$ cat config.mk
export PLATFORM = sky130hd
export DESIGN_NAME = cpu_ta_burst_ctrl
export DESIGN_NICKNAME = d
export VERILOG_FILES = /design/src/rtl/cpu_ta_burst_ctrl.sv
export SDC_FILE = /design/constraint.sdc
export NUM_CORES = 1
export LEC_CHECK = 0
export BUFFER_PORTS_ARGS = -buffer_cell sky130_fd_sc_hd__buf_4
export CORE_MARGIN = 2
export CORE_UTILIZATION = 58
export CTS_BUF_LIST = sky130_fd_sc_hd__clkbuf_4
export DETAILED_ROUTE_END_ITERATION = 8
export PLACE_DENSITY = 0.89
export SLEW_MARGIN = 30
export SYNTH_ARGS = -nofsm -noshare
export SYNTH_HDL_FRONTEND = slang
export SYNTH_SLANG_ARGS = --single-unit
$ cat constraint.sdc
create_clock -name BCLK -period 2.25 [get_ports BCLK]
set_input_delay 0.3375 -clock BCLK [delete_from_list [all_inputs] [get_ports BCLK]]
set_output_delay 0.3375 -clock BCLK [all_outputs]
set_load 0.005 [all_outputs]
$ cat src/rtl/cpu_ta_burst_ctrl.sv
// MC68040 transfer-acknowledge sequencer for the PCI bridge.
// Issues one TA per beat only when the bridge FIFO can accept or supply data,
// times out each beat with TEA, then holds the pads driven high for one
// recovery cycle before releasing them.
module cpu_ta_burst_ctrl #(
    parameter int unsigned BURST_BEATS = 4,
    parameter int unsigned TIMEOUT     = 255,
    parameter int unsigned REG_WAIT    = 2
) (
    input  logic                           BCLK,
    input  logic                           RESET,
    input  logic                           nTS,
    input  logic [1:0]                     TT,
    input  logic                           RnW,
    input  logic                           SEL,
    input  logic                           REGSEL,
    input  logic                           nBG,
    input  logic                           WR_READY,
    input  logic                           RD_VALID,
    output logic                           nTA,
    output logic                           nTEA,
    output logic                           TA_OE,
    output logic                           WR_PUSH,
    output logic                           RD_POP,
    output logic [$clog2(BURST_BEATS)-1:0] BEAT,
    output logic                           BUSY
);

    localparam int unsigned BW = $clog2(BURST_BEATS);
    localparam int unsigned TW = $clog2(TIMEOUT + 1);
    // Wait counter must also be able to hold REG_WAIT (up to 15).
    localparam int unsigned WW = (TW > 4) ? TW : 4;

    localparam logic [WW-1:0] TimeoutW  = WW'(TIMEOUT);
    localparam logic [WW-1:0] RegWaitW  = WW'(REG_WAIT);
    localparam logic [BW-1:0] LastBurst = BW'(BURST_BEATS - 1);

    typedef enum logic [1:0] {
        StIdle,
        StData,
        StRecover
    } state_e;

    state_e        state_q, state_d;
    logic          rnw_q, rnw_d;
    logic          regsel_q, regsel_d;
    logic [BW-1:0] last_q, last_d;   // index of the final beat of this transfer
    logic [BW-1:0] cnt_q, cnt_d;     // beat currently waiting for readiness
    logic [WW-1:0] wait_q, wait_d;
    logic          nta_q, nta_d;
    logic          ntea_q, ntea_d;
    logic          ta_oe_q, ta_oe_d;
    logic          push_q, push_d;
    logic          pop_q, pop_d;
    logic [BW-1:0] beat_q, beat_d;
    logic          busy_q, busy_d;
    logic          ready;

    // Next-state and registered-output decode
    always_comb begin
        state_d  = state_q;
        rnw_d    = rnw_q;
        regsel_d = regsel_q;
        last_d   = last_q;
        cnt_d    = cnt_q;
        wait_d   = wait_q;
        beat_d   = beat_q;
        nta_d    = 1'b1;
        ntea_d   = 1'b1;
        ta_oe_d  = 1'b0;
        push_d   = 1'b0;
        pop_d    = 1'b0;
        ready    = 1'b0;

        unique case (state_q)
            StIdle: begin
                if (!nTS && SEL && !nBG) begin
                    state_d  = StData;
                    rnw_d    = RnW;
                    regsel_d = REGSEL;
                    // Register accesses are always single-beat, even with TT=01.
                    last_d   = (TT == 2'b01 && !REGSEL) ? LastBurst : '0;
                    cnt_d    = '0;
                    wait_d   = '0;
                    beat_d   = '0;
                    ta_oe_d  = 1'b1;
                end
            end
            StData: begin
                ta_oe_d = 1'b1;
                ready   = regsel_q ? (wait_q == RegWaitW) : (rnw_q ? RD_VALID : WR_READY);
                if (ready) begin
                    nta_d  = 1'b0;
                    push_d = !rnw_q && !regsel_q;
                    pop_d  = rnw_q && !regsel_q;
                    beat_d = cnt_q;
                    if (cnt_q == last_q) begin
                        state_d = StRecover;
                    end else begin
                        cnt_d  = cnt_q + BW'(1);
                        wait_d = '0;
                    end
                end else if (wait_q == TimeoutW) begin
                    // Abandon the remaining beats; counter stays saturated.
                    ntea_d  = 1'b0;
                    state_d = StRecover;
                end else begin
                    wait_d = wait_q + WW'(1);
                end
            end
            StRecover: begin
                // Pads stay driven high for one more cycle after the final TA/TEA.
                ta_oe_d = 1'b1;
                state_d = StIdle;
            end
            default: state_d = StIdle;
        endcase

        busy_d = (state_d != StIdle);
    end

    // State and output registers, cleared asynchronously by RESET
    always_ff @(posedge BCLK or posedge RESET) begin
        if (RESET) begin
            state_q  <= StIdle;
            rnw_q    <= 1'b0;
            regsel_q <= 1'b0;
            last_q   <= '0;
            cnt_q    <= '0;
            wait_q   <= '0;
            nta_q    <= 1'b1;
            ntea_q   <= 1'b1;
            ta_oe_q  <= 1'b0;
            push_q   <= 1'b0;
            pop_q    <= 1'b0;
            beat_q   <= '0;
            busy_q   <= 1'b0;
        end else begin
            state_q  <= state_d;
            rnw_q    <= rnw_d;
            regsel_q <= regsel_d;
            last_q   <= last_d;
            cnt_q    <= cnt_d;
            wait_q   <= wait_d;
            nta_q    <= nta_d;
            ntea_q   <= ntea_d;
            ta_oe_q  <= ta_oe_d;
            push_q   <= push_d;
            pop_q    <= pop_d;
            beat_q   <= beat_d;
            busy_q   <= busy_d;
        end
    end

    assign nTA     = nta_q;
    assign nTEA    = ntea_q;
    assign TA_OE   = ta_oe_q;
    assign WR_PUSH = push_q;
    assign RD_POP  = pop_q;
    assign BEAT    = beat_q;
    assign BUSY    = busy_q;

endmodule

-- Yosys cells after proc, flatten, opt, wreduce, memory -nomap -nowiden
Index checks and enable logic that the tools add are counted.
- register bits after elaboration: 24
- input bits: 11
- output and inout port bits: 8
- word-level logic and storage cells: 74
- add/subtract/negate cells: 2
- equal/unequal tests: 11
- multiplexer cells: 30
- reductions and logical operators: 18
- operators by type and width (cell ; count):
    2-to-1 mux 8 bit ; 4
    2-to-1 mux 2 bit ; 9
    one-hot mux 8 bit (2 select lines) ; 1
    2-to-1 mux 1 bit ; 12
    one-hot mux 2 bit (2 select lines) ; 3
    adder 8 x 1 -> 8 bit, second input constant ; 1
    == test 8 x 2 -> 1 bit, second input constant ; 1
    == test 8 bit, second input constant ; 1
    AND reduction 4 bit ; 2
    != test 2 bit, second input constant ; 3
    != test 3 bit, second input constant ; 2
    logical AND 1 bit ; 5
    logical NOT 1 bit ; 5
    == test 2 x 1 -> 1 bit, second input constant ; 2
    nonzero test 2 bit ; 2
    AND reduction 3 bit ; 1
    adder 2 x 1 -> 2 bit, second input constant ; 1
    == test 2 bit ; 1
    == test 2 bit, second input constant ; 1
    logical NOT 2 bit ; 1
    one-hot mux 1 bit (2 select lines) ; 1
    AND reduction 2 bit ; 1
    OR reduction 2 bit ; 1

-- Longest topological paths before layout
- depth in word-level cells: 6
- mapped depth: 9
- mapped depth without buffers: 7

-- Worst setup path after synthesis
OpenSTA, ideal clock, no wires.
- path type: register to register
- start: register state_q[0]
- end: register wait_q[6]
- setup time: 127 ps
- arrival time: 1631 ps
- required time: 2123 ps
- setup slack: 492 ps
- stages on the path, launching flop included: 9
- buffers on the path: 1
- clock period less this slack: 1758 ps
- path through: dfrtp_1 > inv_1 > ha_1 > nand4bb_1 > clkbuf_1 > o21ai_0 > and3_1 > a21oi_1 > a21oi_1
- word-level cells in the longest chain between the ends: 3
- elaborated cells between the ends (all ways): 8
- those cells by class: eq/ne (4); mux (1); reduce/logical (3)
- RTL lines (item ; line ; source):
    from (decl) ; 44 ; state_e state_q, state_d;
    from (signal assigned) ; 125 ; state_q <= StIdle;
    from (signal assigned) ; 139 ; state_q <= state_d;
    == test 2 x 1 -> 1 bit / logical NOT 2 bit (equally long branches) ; 75 ; unique case (state_q)
    != test 3 bit (no line) (tied with other cells) ; - ;
    AND reduction 4 bit (no line) ; - ;
    to (signal assigned) ; 144 ; wait_q <= wait_d;
    to (decl) ; 49 ; logic [WW-1:0] wait_q, wait_d;
Parallel ways exist; a longest one is shown, timed or not.
A chain may end at the register's enable or synchronous reset.

-- Worst setup path after layout
- start: register state_q[1]
- end: register beat_q[1], in the netlist BEAT[1]
- word-level cells in the longest chain between the ends: 3
- elaborated cells between the ends (all ways): 7
- those cells by class: eq/ne (3); mux (1); reduce/logical (3)
- RTL lines (item ; line ; source):
    == test 2 x 1 -> 1 bit / logical NOT 2 bit (equally long branches) ; 75 ;
    != test 2 bit (no line) / nonzero test 2 bit (equally long branches) ; - ;
    AND reduction 3 bit (no line) ; - ;
    to (signal assigned) ; 150 ; beat_q <= beat_d;
    to (decl) ; 55 ; logic [BW-1:0] beat_q, beat_d;
Parallel ways exist; a longest one is shown, timed or not.

==> out/metrics.cfg <==
[finish]
stdcell_count = 183
diodes = 0
final_area_um2 = 1520
nets = 172
drive_gt1_share_pct = 26.5
fillers = 155
syn_to_final_growth_pct = 15.6
register_area_um2 = 578
multi_input_area_um2 = 684

[yosys]
syn_inst = 134
synth.avg_cell_area_um2 = 9.84
synth-seq-cells = 23
ys_top_cells_by_count = dfrtp_1, a21oi_1, nand2_1
yosysTopAreaCellShare_pct = 39.8
yosysMostFrequentCell = dfrtp_1
synth_edf_count = 0
async_flop_share_pct = 100
synth.net_count = 150
synth_top_flop_cell = dfrtp_1
synth_seq_area_share_pct = 43.8
ys_top_cells_by_area = dfrtp_1, a21oi_1, ha_1
synth_cell_types = 43
synth_top_area_cell = dfrtp_1
ys_warn_count = 0
synthesis.area_um2 = 1320

[drt]
wl_per_cell_um = 15.6
num_vias = 1129
avgViaCountPerCell = 6.17
dr.pass1.iters = 4
antenna_left = 0
wl_mm = 2.85
drcViolationCount = 0
drt_iter0_drc = 30

[cts]
cts_root_buffer = clkbuf_4
clk_path_buf_depth = 2
post_cts.repair.setup_buffers = 0
cts_sinks = 23
clk_pin_slew_ns = 0.13
cts_hold_buf = 0
clock_latency_ns = 0.31
htreeDepth = 1
ctsResizeCount = 0
cts_tree = yes
cts_made_buffers = 3

[timing]
skew_ns = 0.00451
finalCritPeriodShare_pct = 91.4
max_slew_margin_pct = 43.2
fmax_mhz = 486
setup_ws_ns = 0.194
rsz0062_at_grt = false
hold_viol = 0
worst_slew_pin_slew_ns = 0.852
final.setup.tns_ns = 0
fin_crit_ns = 2.06
slew_violations = 0
setup_viol = 0

[pwr]
power.total_uw = 1680
p_leak_uw = 0.000659
power.density_nw_per_um2 = 1100
vdd_ir_drop_max_mv = 1.10

[die]
io_pins = 19
dieArea_um2 = 2670
dieHeight_um = 51.7
rows = 17
core-area_um2 = 2190
initial_core_util_pct = 60.2
die_x_um = 51.7

[global_routing]
grt_pass1_vias = 1083
grt_max_degree = 24
grt.overflow.total = 0
grt_pass1_wl_mm = 4.66
grtUsageTotal_pct = 23.4
antenna_found_initial = 0

[placed_design]
dp_hpwl_mm = 2.14
dpl_cell_area_um2 = 1500
portBuffers = 18
dp_cells = 179
gp_congestion = 0.934
pre_cts_ws_ns = 0.254

[critical_path]
path_max_fanout = 11
crit_path_end_kind = register
worstSetupPathType = register to register
cp-start-kind = register
crit_required_ns = 2.46
cp.arrival_ns = 2.26

[run]
drv_cap = 0

[run_status]
status = completed

[min_path]
holdCritPathClass = input port to async pin

[where the power goes]
group          switching [uW]  total (uW)  internal, uW
registers                 172         712           540
clock network             127         194          66.3
logic                     434         777           343
[area by class of cell]
| cell class | count | share of cell area (%) |
|---|---|---|
| clock buffers | 3 | 1.48 |
| clock inverters | 1 | 0.328 |
| inverters | 9 | 2.22 |
| multi-input cells | 97 | 44.9 |
| flip-flops and latches | 23 | 37.9 |
| well taps | 28 | 2.30 |
| repair buffers | 22 | 10.8 |
[critical path, cell delays in order (launching register included)]
cell	delay (ns)
dfrtp_1	0.45
inv_1	0.08
ha_1	0.19
inv_1	0.26
o21a_1	0.41
nor2_1	0.17
a22o_1	0.21
a22o_1	0.18
[final timing paths]
kind / start / endpoint / slack, ns / cells after the start
min reg2reg: BEAT[0]$_DFFE_PP0P_ / BEAT[0]$_DFFE_PP0P_ / 0.52 / 1
max: state_q[1]$_DFF_PP0_ / BEAT[1]$_DFFE_PP0P_ / 0.19 / 7
min: RESET / cnt_q[0]$_DFFE_PP0P_ / 0.19 / 2
max reg2reg: state_q[1]$_DFF_PP0_ / BEAT[1]$_DFFE_PP0P_ / 0.19 / 7
max in group asynchronous: RESET / wait_q[0]$_DFFE_PP0P_ / 1.54 / 2
min in group BCLK: RnW / rnw_q$_DFFE_PP0P_ / 0.25 / 2
[through the flow]
| step | util, % | hold slack [ns] |
|---|---|---|
| floorplan | - | 0.338 |
| global placement | 68.3 | 0.481 |
| detailed placement | 68.3 | 0.501 |
| CTS | 69.6 | 0.218 |
| global route | 69.6 | 0.243 |
| finish | 69.6 | 0.192 |
[sequential cells by signal, indices dropped and copies added (netlist names), 2 cells and up]
register and cells:
cnt_q 2, BEAT 2, state_q 2, wait_q 8
[per-layer routing]
metal	up-vias	wire [um]	global-route usage [%]	part of all wire (%)
met2	46	1470	40.4	52
met5	-	0	0	0
met4	0	33	10.5	1.2
met3	4	152	3.16	5.3
met1	544	1190	29.2	42
li1	535	-	-	-
[kinds of logic (layout without fill, tap and decap cells)]
logic type / Yosys count / count (layout) / synth area share [%]
AND/OR/NAND/NOR: 47 / 47 / 21.3
AO/OA/AOI/OAI: 40 / 40 / 20.9
flip-flops: 23 / 23 / 43.8
buffers and inverters: 14 / 35 / 4.27
adder cells (fa/ha/maj): 5 / 5 / 4.74
multiplexers: 5 / 5 / 4.93
[cell usage in the layout (no fill, tap or decap), types with 2 or more instances in the layout]
cell type / count
buf_4: 22
dfrtp_1: 21
a21oi_1: 16
nand2_1: 14
inv_1: 9
nor2_1: 6
ha_1: 5
nand3_1: 4
and3_2: 3
nor3_1: 3
o21ai_0: 3
nor4_1: 3
o21ai_1: 3
o31ai_1: 3
a22o_1: 3
clkbuf_4: 3
mux2_2: 2
mux2i_1: 2
nand3b_1: 2
and3_1: 2
a22oi_1: 2
dfstp_2: 2
No activity file was read; power rests on OpenSTA's default activity.
